`src/rtl/ifu.sv`:
```
// Instruction fetch unit: one-outstanding-request fetch engine with a one-entry
// stall buffer, redirect/flush handling and a registered decode-stage output.
module ifu #(
    parameter logic [31:0] RESET_VECTOR = 32'h0000_0000,
    parameter logic [31:0] NOP_INSTR    = 32'h0000_0013
) (
    input  logic        clk,
    input  logic        reset_n,
    input  logic        stall_F,
    input  logic        flush_F,
    input  logic        redirect_valid,
    input  logic [31:0] redirect_addr,
    output logic        imem_req,
    output logic [31:0] imem_addr,
    input  logic        imem_ack,
    input  logic [31:0] imem_rdata,
    output logic        valid_D,
    output logic [31:0] instr_D,
    output logic [31:0] pc_D,
    output logic [31:0] pc_plus4_D,
    output logic        fetch_busy
);

    typedef enum logic [1:0] {
        S_REQ     = 2'd0,
        S_HOLD    = 2'd1,
        S_DISCARD = 2'd2
    } state_t;

    function automatic logic [31:0] word_align(input logic [31:0] a);
        return {a[31:2], 2'b00};
    endfunction

    state_t      state_q, state_d;
    logic        active_q;
    logic [31:0] pc_q, pc_d;
    logic [31:0] disc_addr_q, disc_addr_d;
    logic [31:0] buf_instr_q, buf_instr_d;
    logic [31:0] buf_pc_q, buf_pc_d;
    logic        vld_p1, vld_p1_d;
    logic [31:0] instr_p1, instr_p1_d;
    logic [31:0] pc_p1, pc_p1_d;
    logic [31:0] pc4_p1, pc4_p1_d;
    logic        ack_eff;
    logic [31:0] pc_inc;

    // active_q keeps imem_req low until the first edge after reset release,
    // so an ack seen before that edge can never be mistaken for a response.
    assign imem_req   = active_q && (state_q != S_HOLD);
    assign imem_addr  = (state_q == S_DISCARD) ? disc_addr_q : pc_q;
    assign fetch_busy = imem_req && !imem_ack;
    assign ack_eff    = imem_req && imem_ack;
    assign pc_inc     = pc_q + 32'd4;

    assign valid_D    = vld_p1;
    assign instr_D    = instr_p1;
    assign pc_D       = pc_p1;
    assign pc_plus4_D = pc4_p1;

    always_ff @(posedge clk or negedge reset_n) begin
        if (!reset_n) begin
            state_q     <= S_REQ;
            active_q    <= 1'b0;
            pc_q        <= RESET_VECTOR;
            disc_addr_q <= 32'd0;
            buf_instr_q <= 32'd0;
            buf_pc_q    <= 32'd0;
            vld_p1      <= 1'b0;
            instr_p1    <= NOP_INSTR;
            pc_p1       <= 32'd0;
            pc4_p1      <= 32'd0;
        end else begin
            state_q     <= state_d;
            active_q    <= 1'b1;
            pc_q        <= pc_d;
            disc_addr_q <= disc_addr_d;
            buf_instr_q <= buf_instr_d;
            buf_pc_q    <= buf_pc_d;
            vld_p1      <= vld_p1_d;
            instr_p1    <= instr_p1_d;
            pc_p1       <= pc_p1_d;
            pc4_p1      <= pc4_p1_d;
        end
    end

    always_comb begin
        state_d     = state_q;
        pc_d        = pc_q;
        disc_addr_d = disc_addr_q;
        buf_instr_d = buf_instr_q;
        buf_pc_d    = buf_pc_q;
        vld_p1_d    = vld_p1;
        instr_p1_d  = instr_p1;
        pc_p1_d     = pc_p1;
        pc4_p1_d    = pc4_p1;

        unique case (state_q)
            S_REQ: begin
                if (redirect_valid) begin
                    pc_d       = word_align(redirect_addr);
                    vld_p1_d   = 1'b0;
                    instr_p1_d = NOP_INSTR;
                    if (active_q && !imem_ack) begin
                        state_d     = S_DISCARD;
                        disc_addr_d = pc_q;
                    end
                end else if (flush_F) begin
                    // A word returned alongside a flush is dropped and refetched.
                    vld_p1_d   = 1'b0;
                    instr_p1_d = NOP_INSTR;
                end else if (ack_eff) begin
                    pc_d = pc_inc;
                    if (stall_F) begin
                        buf_instr_d = imem_rdata;
                        buf_pc_d    = pc_q;
                        state_d     = S_HOLD;
                    end else begin
                        vld_p1_d   = 1'b1;
                        instr_p1_d = imem_rdata;
                        pc_p1_d    = pc_q;
                        pc4_p1_d   = pc_inc;
                    end
                end else if (!stall_F) begin
                    vld_p1_d   = 1'b0;
                    instr_p1_d = NOP_INSTR;
                end
            end
            S_HOLD: begin
                if (redirect_valid) begin
                    pc_d       = word_align(redirect_addr);
                    vld_p1_d   = 1'b0;
                    instr_p1_d = NOP_INSTR;
                    state_d    = S_REQ;
                end else if (flush_F) begin
                    vld_p1_d   = 1'b0;
                    instr_p1_d = NOP_INSTR;
                    state_d    = S_REQ;
                end else if (!stall_F) begin
                    vld_p1_d   = 1'b1;
                    instr_p1_d = buf_instr_q;
                    pc_p1_d    = buf_pc_q;
                    pc4_p1_d   = buf_pc_q + 32'd4;
                    state_d    = S_REQ;
                end
            end
            S_DISCARD: begin
                vld_p1_d   = 1'b0;
                instr_p1_d = NOP_INSTR;
                if (redirect_valid) begin
                    pc_d = word_align(redirect_addr);
                end
                if (ack_eff) begin
                    state_d = S_REQ;
                end
            end
            default: begin
                state_d = S_REQ;
            end
        endcase
    end

endmodule

```
`config.mk`:
```
export PLATFORM = sky130hd
export DESIGN_NAME = ifu
export DESIGN_NICKNAME = d
export VERILOG_FILES = /design/src/rtl/ifu.sv
export SDC_FILE = /design/constraint.sdc
export NUM_CORES = 1
export LEC_CHECK = 0
export BUFFER_PORTS_ARGS = -buffer_cell sky130_fd_sc_hd__buf_2
export CAP_MARGIN = 10
export CELL_PAD_IN_SITES_DETAIL_PLACEMENT = 0
export CELL_PAD_IN_SITES_GLOBAL_PLACEMENT = 1
export CORE_MARGIN = 1
export CORE_UTILIZATION = 47
export CTS_CLUSTER_SIZE = 30
export DETAILED_ROUTE_END_ITERATION = 10
export HOLD_SLACK_MARGIN = 0.12
export MAX_ROUTING_LAYER = met4
export PLACE_DENSITY_LB_ADDON = 0.1
export SKIP_LAST_GASP = 1
export SYNTH_ARGS = -nofsm -noshare
export SYNTH_HDL_FRONTEND = slang
export SYNTH_SLANG_ARGS = --single-unit
```
`constraint.sdc`:
```
create_clock -name clk -period 4 [get_ports clk]
set_clock_uncertainty 0.2 [all_clocks]
set_input_delay 0.2 -clock clk [delete_from_list [all_inputs] [get_ports clk]]
set_output_delay 0.2 -clock clk [all_outputs]
set_load 0.02 [all_outputs]
```
Word level (Yosys, flattened, before mapping)
Cells that the tools add are included.
{"block": "classes", "muxes": 49, "bitwise": 2, "reduce_logical": 17, "n_addsub": 2, "n_eq_ne": 19}
{"cell": "two-way mux 32 bit", "n": 27}
{"cell": "one-hot mux 32 bit (2 select lines)", "n": 3}
{"cell": "one-hot mux 32 bit (3 select lines)", "n": 1}
{"cell": "adder 32 x 3 -> 32 bit, second input constant", "n": 2}
{"cell": "two-way mux 2 bit", "n": 9}
{"cell": "!= test 2 bit, second input constant", "n": 8}
{"cell": "!= test 3 bit, second input constant", "n": 4}
{"cell": "!= test 4 bit, second input constant", "n": 2}
{"cell": "AND reduction 8 bit", "n": 1}
{"cell": "two-way mux 1 bit", "n": 7}
{"cell": "one-hot mux 2 bit (3 select lines)", "n": 1}
{"cell": "AND reduction 3 bit", "n": 2}
{"cell": "AND reduction 6 bit", "n": 1}
{"cell": "!= test 5 bit, second input constant", "n": 1}
{"cell": "AND reduction 5 bit", "n": 1}
{"cell": "logical AND 1 bit", "n": 4}
{"cell": "!= test 2 x 1 -> 1 bit, second input constant", "n": 2}
{"cell": "AND reduction 4 bit", "n": 1}
{"cell": "nonzero test 2 bit", "n": 2}
{"cell": "one-hot mux 1 bit (3 select lines)", "n": 1}
{"cell": "nonzero test 3 bit", "n": 1}
{"cell": "equality test 2 x 1 -> 1 bit, second input constant", "n": 1}
{"cell": "equality test 2 bit, second input constant", "n": 1}
{"cell": "zero test 2 bit", "n": 1}
{"cell": "4 further kinds", "n": 5}
{"block": "word_totals", "reg_bits": 228, "in_bits": 70, "output_inout_bits": 131}

Depth between registers and ports, before layout
Gate-level depths: netlist of the first run.
{"block": "logic_depth", "depth_word": 7, "ltp_mapped": 9}

Worst setup path before layout of the first run
Ideal clock, no wire load.
{"block": "synth_timing", "kind": "flip-flop to flip-flop", "from": "register state_q[1]", "to": "register buf_instr_q[0]", "period_less_slack_ps": 2561, "required_time_ps": 3675, "setup_slack_ps": 1439, "arrival_ps": 2236, "setup_ps": 125, "stages_incl_launch_ff": 10, "path_cell_list": "dfrtp_1 -> inv_1 -> ha_1 -> nand3b_1 -> nor4b_1 -> o31a_1 -> and3b_1 -> buf_2 -> buf_4 -> mux2_2"}
{"block": "synth_between", "elab_chain_len": 4, "word_cells_on_any_way": 5, "cone_classes": "1 x eq/ne; 4 x reduce/logical"}
{"element": "start, declared", "line_no": "34", "text": "state_t state_q, state_d;"}
{"element": "start signal, assigned", "line_no": "73", "text": "state_q <= state_d;"}
{"element": "!= test 2 x 1 -> 1 bit", "line_no": "49", "text": "assign imem_req = active_q && (state_q != S_HOLD);"}
{"element": "logical AND 1 bit", "line_no": "49"}
{"element": "logical AND 1 bit", "line_no": "52", "text": "assign ack_eff = imem_req && imem_ack;"}
{"element": "AND reduction 5 bit (no line) (*)"}
{"element": "end signal, assigned", "line_no": "77", "text": "buf_instr_q <= buf_instr_d;"}
{"element": "end, declared", "line_no": "38", "text": "logic [31:0] buf_instr_q, buf_instr_d;"}
Mark *: on every way between the ends. The rest lies on a longest branch, timed or not.
A chain may end at the register's enable or synchronous reset.

Worst setup path in the final report of the first run
{"block": "layout_timing", "from": "register state_q[1]", "to": "register pc4_p1[4], in the netlist pc_plus4_D[4]"}
{"block": "layout_between", "elab_chain_len": 5, "word_cells_on_any_way": 15, "cone_classes": "9 x eq/ne; 1 x mux; 5 x reduce/logical"}
{"element": "!= test 2 x 1 -> 1 bit", "line_no": "49"}
{"element": "logical AND 1 bit", "line_no": "49"}
{"element": "logical AND 1 bit", "line_no": "52"}
{"element": "!= test 2 bit (no line)"}
{"element": "AND reduction 8 bit (no line)"}
{"element": "end signal, assigned", "line_no": "82", "text": "pc4_p1 <= pc4_p1_d;"}
{"element": "end, declared", "line_no": "43", "text": "logic [31:0] pc4_p1, pc4_p1_d;"}
Several ways; a longest one is shown, not always the timed one.

==> run summary, run 1 <==
Drt first-iter violations: 404
IO Count: 201
Die Width: 156 µm
Largest net degree at the start of global routing: 120
Final hold viol count: 0
Starting density of the core: 0.479
Setup_tns: 0 ps
WP data required: 4170 ps
CP Max Fanout: 54
Total number of vias: 8,917
WHS: 180 ps
Worst setup endpoint: pc_plus4_D[4]
Chip height: 156 µm
Nets: 1,372
R2R Path Start: state_q[1]
Share of flip-flops with an asynchronous set or reset: 1.00
Layout area overhead: 23.8%
Register area share after synthesis: 0.487
Cells after Synth: 1,086
GR Overflow Total: 0
Post-synth cell types: 61
Clk sink count: 218
RSZ-0062 raised after global routing: false
Hpwl dp: 19.7 mm
Vias per inst: 5.46
Root buf cell: clkbuf_16
Rows: 56
IO buf count: 192
CTS Buffer Depth: 3
Drt first pass iters: 7
Crit path from: state_q[1]
Die area: 0.0245 mm²
Outcome: finished, final reports clean
Final wirelength: 29.1 mm
Worst Setup Start Kind: flop
Power Dens Cells: 865 mW/mm²
Tot Pwr: 12,000 µW
Max-slew violation count: 0
Hold WC Path Type: primary input to async pin
Leakage: 0.00614 µW
# setup viols final: 0
Vias in the first global route: 8,498
Worst VDD drop: 0.000382 V
Antenna-violating nets left: 0
Peak Freq: 330 MHz
Slew headroom: 0.367
# DRC: 0
Gr usage total: 0.249
Worst Setup Path Type: flop to flop
Number of max-cap violations: 0
CP Data Arrival Time: 3200 ps
Worst R2R Setup Slack: 970 ps
Critical path, cell by cell: inv_1 -> ha_1 -> nand2b_1 -> a211o_2 -> buf_4 -> o21ai_0
WL per Instance: 17.8 µm
Min cycle time layout: 3030 ps
Critical Path End Type: flop
CTS tree: done
Final worst slack: 973 ps
Mapped cell area: 0.0112 mm²
Slew of the pin with the lowest slew margin: 942 ps
Reg-to-Reg End: pc_plus4_D[4]
Clock insertion delay at the later pin of the skew report: 520 ps
Ys flop type: dfrtp_1
Yosys reg bits: 218
Fin crit share: 0.757
First-pass GRT wire length: 46.5 mm
RD Place Congestion: 0.864
Placement Setup Slack: 969 ps
Worst path slowest cell: a211o_2
CORE AREA: 0.0234 mm²
Post-layout util: 0.593
CTS Buf Count: 25
Worst R2R Path Depth: 6
Layout cells sized above 1: 0.299
Number of synthesized flops with an enable pin: 0
Reg clk slew, reported paths: 60 ps
H-tree depth: 1
Synth warnings: 0
CP max stage delay: 730 ps
Syn Area/Cell: 10.3 µm²
Initial antenna violation count: 1
==> timing repair <==
action / in CTS / in global routing
hold buffers: 68 / 0
gates resized for setup: 0 / 0
endpoints found under the setup margin: 0 / 0
buffers inserted: 0 / 0
hold endpoints to repair: 214 / 0
==> state kept, by name (all words and copies together), names as in the netlist <==
| name | flops |
|---|---|
| active_q | 1 |
| pc_plus4_D | 30 |
| pc_q | 30 |
| disc_addr_q | 30 |
| valid_D | 1 |
| buf_instr_q | 32 |
| pc_D | 30 |
| instr_D | 32 |
| buf_pc_q | 30 |
| state_q | 2 |
==> through the flow <==
step                      instances  instance area (µm²)
after floorplan                1091                11200
after global placement         1520                12300
after detailed placement       1520                12300
after CTS                      1633                13900
after global routing           1634                13900
final                          1634                13900
==> cell usage after synthesis (3+ instances only) <==
| cell type | number | area (µm²) |
|---|---|---|
| inv_1 | 11 | 41.3 |
| o21ai_0 | 82 | 410 |
| o211ai_1 | 3 | 22.5 |
| buf_4 | 12 | 90.1 |
| xnor2_1 | 17 | 149 |
| nor2_1 | 59 | 221 |
| mux2_2 | 120 | 1350 |
| nand3_1 | 25 | 125 |
| a31oi_1 | 4 | 25.0 |
| nor4_1 | 10 | 62.6 |
| and3_1 | 10 | 62.6 |
| a211oi_1 | 3 | 22.5 |
| o221ai_1 | 6 | 52.6 |
| o31a_1 | 3 | 26.3 |
| mux2i_1 | 46 | 460 |
| a22oi_1 | 28 | 210 |
| xor2_1 | 30 | 263 |
| o22a_1 | 3 | 26.3 |
| o21a_1 | 5 | 37.5 |
| dfrtp_1 | 215 | 5380 |
| and4_1 | 6 | 52.6 |
| clkbuf_1 | 58 | 218 |
| or3_1 | 3 | 18.8 |
| nor4_2 | 3 | 37.5 |
| buf_2 | 20 | 100 |
| nand2b_1 | 4 | 25.0 |
| and2_1 | 4 | 25.0 |
| nor3_1 | 18 | 90.1 |
| a21oi_1 | 64 | 320 |
| or2_2 | 3 | 18.8 |
| a221o_1 | 3 | 30.0 |
| nand4_1 | 24 | 150 |
| nand2_1 | 101 | 379 |
| a2bb2oi_1 | 15 | 131 |
| ha_1 | 6 | 75.1 |
| nand3b_1 | 3 | 22.5 |
| o22ai_1 | 17 | 106 |
| buf_1 | 11 | 41.3 |
| dfstp_2 | 3 | 78.8 |
==> placed cells by master, fill, tap and decap left out, types with 4 or more instances in the layout <==
| cell type | instances |
|---|---|
| a31oi_1 | 4 |
| o21a_1 | 5 |
| xnor2_1 | 17 |
| nor4_1 | 10 |
| a21oi_1 | 64 |
| nand3_1 | 25 |
| o21ai_0 | 82 |
| ha_1 | 5 |
| mux2_2 | 120 |
| clkbuf_1 | 6 |
| and4_1 | 6 |
| dlygate4sd3_1 | 68 |
| nand2b_1 | 4 |
| xor2_1 | 30 |
| clkbuf_8 | 7 |
| dfrtp_1 | 215 |
| a2bb2oi_1 | 15 |
| and3_1 | 10 |
| nor2_1 | 57 |
| o22ai_1 | 16 |
| conb_1 | 7 |
| nand4_1 | 24 |
| inv_1 | 11 |
| and2_1 | 4 |
| buf_4 | 19 |
| o221ai_1 | 6 |
| buf_2 | 191 |
| a22oi_1 | 28 |
| clkbuf_16 | 25 |
| mux2i_1 | 46 |
| nor3_1 | 17 |
| nand2_1 | 101 |
==> report_power, final <==
part           internal (µW)  total (µW)  switching, µW
Sequential              3260        4360           1100
Combinational           2290        5270           2980
Clock                   1470        2370            904
==> kinds of logic (layout without fill, tap and decap cells) <==
family	after synthesis	count (layout)	synth area share
fa+ha+maj	6	6	0.00670
other cells	2	8	0.000670
simple gates	289	289	0.129
xor+xnor	47	47	0.0367
flops	218	218	0.487
buf+inv	112	335	0.0438
compound gates	246	246	0.135
mux	166	166	0.162
==> cell type report <==
cell class / instances / area (µm²)
fill: 2106 / 9530
antenna: 1 / 2.50
clock inverter: 7 / 113
timing repair buffer: 279 / 1790
inverter: 11 / 41.3
multi-input combinational: 761 / 5320
sequential: 218 / 5460
clock buffer: 38 / 744
tap: 319 / 399
==> metal layers <==
metal / wire [µm] / share of wire / vias to the layer above / GRT usage
li1: - / - / 4327 / -
met4: 633 / 0.022 / 0 / 0.0602
met3: 2140 / 0.074 / 40 / 0.0590
met1: 13500 / 0.46 / 4295 / 0.345
met2: 12800 / 0.44 / 255 / 0.368
met5: 0 / 0 / - / -
==> worst min path at each step <==
stage | startpoint | to | slack (ps) | cells past startpoint
2_1_floorplan | reset_n | active_q | -300 | 0
3_3_place_gp | reset_n | pc_D[5] | 160 | 1
3_5_place_dp | reset_n | pc_D[7] | 160 | 1
4_1_cts | reset_n | pc_D[7] | 220 | 2
5_1_grt | reset_n | pc_D[7] | 260 | 2
6_report | reset_n | pc_D[7] | 180 | 2
==> worst max-delay path, delay by kind of cell (launching register included) <==
family | cells | cell delay [ps]
and+or+nand+nor | 1 | 210
buffers and inverters | 2 | 670
AOI/OAI and AO/OA | 2 | 890
DFF | 1 | 410
adders and majority gates | 1 | 450
Power figures use the tool's default switching activity.
==> run 2: changes to the inputs <==
--- a/config.mk
+++ b/config.mk
@@ -10,7 +10,7 @@
 export CELL_PAD_IN_SITES_DETAIL_PLACEMENT = 0
 export CELL_PAD_IN_SITES_GLOBAL_PLACEMENT = 1
 export CORE_MARGIN = 1
-export CORE_UTILIZATION = 47
+export CORE_UTILIZATION = 44
 export CTS_CLUSTER_SIZE = 30
 export DETAILED_ROUTE_END_ITERATION = 10
 export HOLD_SLACK_MARGIN = 0.12
==> constraint.sdc (replaced) <==
create_clock -name clk -period 2.98 [get_ports clk]
set_clock_uncertainty 0.2 [all_clocks]
set_input_delay 0.149 -clock clk [delete_from_list [all_inputs] [get_ports clk]]
set_output_delay 0.149 -clock clk [all_outputs]
set_load 0.02 [all_outputs]
==> run 2 against run 1 <==
Effect of this change: sequential cell count unchanged; first-iteration DRC count increased by 22%; power up 35%; worst setup slack worse by 710 ps; maximum frequency increased by 11%; cell count increased by 2.6%; hold slack gained 22 ps; sequential share of layout area is 0.74 points lower; via count rose by 1.6%; routed wire length up 3.3%.
==> run summary, run 2 (same netlist as run 1, synthesis figures left out) <==
Peak Freq: 368 MHz (+11%)
Final hold viol count: 0 (unchanged)
Hold WC Path Type: primary input to flop
Fin crit share: 0.912 (+0.155)
Slew of the pin with the lowest slew margin: 928 ps (-13.6 ps)
Routing usage on met1: 0.332 (-0.0136)
Layout area overhead: 26.1%
Layout cells sized above 1: 0.314 (+0.0149)
Slew headroom: 0.381 (+0.0139)
Gr usage total: 0.240 (-0.00934)
Tot Pwr: 16,200 µW (+35%)
Clock insertion delay at the later pin of the skew report: 530 ps (about the same)
Worst path slowest cell: dfrtp_1
CORE AREA: 0.0251 mm² (+7.3%)
Most frequent cells in the layout: 215 x dfrtp_1, 191 x buf_2, 120 x mux2_2
First-pass GRT wire length: 48.3 mm (+3.8%)
Rows: 58 (+3.6%)
RSZ-0062 raised after global routing: false
Hold Path Cell Cnt: 3
Critical path, cell by cell: inv_1 -> ha_4 -> nand3b_1 -> nor4b_1 -> o31a_1 -> and3b_4 -> buf_12 -> mux2_2
GRT busiest layer: met2
WP data required: 3190 ps (-980 ps)
CTS tree: done
Placed insts: 1,558 (+2.5%)
Starting density of the core: 0.446 (-0.0325)
Met3 Use GR: 0.0534 (-0.00557)
Nets: 1,401 (+2.1%)
Worst R2R Path Depth: 8 (+2)
Final instance area: 0.0141 mm² (+1.9%)
Largest net degree at the start of global routing: 80 (-33%)
Initial antenna violation count: 3 (+2)
Final Non-Filler Cells: 1,677 (+2.6%)
Max-slew violation count: 0 (unchanged)
RD Place Congestion: 0.919 (+6.3%)
Post-DP Area: 0.0126 mm² (+2.4%)
Post-layout util: 0.563 (-0.0297)
Min cycle time layout: 2720 ps (-311 ps)
CP max stage delay: 400 ps (-330 ps)
Worst Setup Start Kind: flop
Vias in the first global route: 8,840 (+4.0%)
CTS Buf Count: 25 (unchanged)
Die Width: 162 µm (+3.3%)
IO Count: 201 (unchanged)
Worst VDD drop: 0.000565 V (+48%)
GR Overflow Total: 0 (unchanged)
Drt first-iter violations: 493 (+22%)
Total number of vias: 9,057 (+1.6%)
Clk sink count: 218 (unchanged)
# DRC: 0 (unchanged)
Antenna-violating nets left: 0 (unchanged)
Hpwl dp: 20.5 mm (+4.2%)
Final wirelength: 30.0 mm (+3.3%)
Fill cells: 2,322 (+10%)
CP Data Arrival Time: 2930 ps (-270 ps)
Chip height: 162 µm (+3.3%)
Outcome: finished, final reports clean
Power Dens Cells: 1150 mW/mm² (+33%)
CP Max Fanout: 30 (-44%)
Vias per inst: 5.40 (-1.0%)
Reg clk slew, reported paths: 60 ps (about the same)
Commonest non-fill, non-tap cell in the layout: dfrtp_1
Die area: 0.0261 mm² (+6.7%)
Worst Setup Path Type: flop to flop
Met2 global-route usage: 0.356 (-0.0120)
Setup_tns: 0 ps (unchanged)
H-tree depth: 1 (unchanged)
# setup viols final: 0 (unchanged)
Critical Path End Type: flop
Drt first pass iters: 5 (-2)
IO buf count: 192 (unchanged)
Root buf cell: clkbuf_16
CTS Buffer Depth: 3 (unchanged)
Leakage: 0.00628 µW (+2.1%)
WL per Instance: 17.9 µm (+0.65%)
Number of max-cap violations: 0 (unchanged)
run 2: cell types whose count changed in the layout (fill, tap and decap cells not counted), moves of 2 or more:
cell and change:
bufinv_16 -3, clkinv_2 +2, buf_4 +20, diode_2 +2
dlygate4sd3_1 +2, buf_12 +6
run 2: where the power goes:
group | switching [µW] | internal (µW)
combinational | 4280 | 3340
sequential | 1260 | 4380
clock | 1240 | 1720
run 2: worst paths after layout:
path | startpoint | end | slack [ps]
hold / removal | imem_rdata[17] | buf_instr_q[17] | 200
min in group asynchronous | reset_n | pc_D[4] | 510
setup / recovery | state_q[1] | buf_pc_q[29] | 260
max in group asynchronous | reset_n | disc_addr_q[27] | 1200
hold reg to reg | pc_D[23] | pc_D[23] | 270
setup reg to reg | state_q[1] | buf_pc_q[29] | 260
run 2: through the flow:
stage	worst slack, ps	hold WS, ps
global placement	255	-22.1
global route	60.2	199
detailed placement	206	-30.0
finish	264	202
CTS	183	184
floorplan	419	-347
run 2: per-layer routing:
layer  up-vias  share of wire  routed length [µm]
met5         -              0                   0
met4         0          0.021                 618
met3        37          0.068                2050
met2       245           0.44               13300
met1      4383           0.47               14100
li1       4392              -                   -
run 2: critical path: cells and delay by family (launching register included):
| family | cells | cell delay [ps] |
|---|---|---|
| AOI/OAI and AO/OA | 1 | 230 |
| and+or+nand+nor | 3 | 840 |
| muxes | 1 | 360 |
| DFF | 1 | 400 |
| adders and majority gates | 1 | 200 |
| buffers and inverters | 2 | 350 |
run 2: area by class of cell:
cell class,instances,area (µm²),share of cell area
antenna,3,7.51,0.000531
multi-input combinational,761,5320,0.377
clock inverter,8,50.0,0.00354
tap,330,413,0.0292
clock buffer,38,744,0.0527
timing repair buffer,308,2100,0.148
sequential,218,5460,0.386
inverter,11,41.3,0.00292
run 2: timing repair:
item	4_1_cts	5_1_grt
hold buffers	70	0
resized for setup	0	3
hold endpoints to repair	320	0
setup endpoints to repair	0	5
setup buffers	0	0
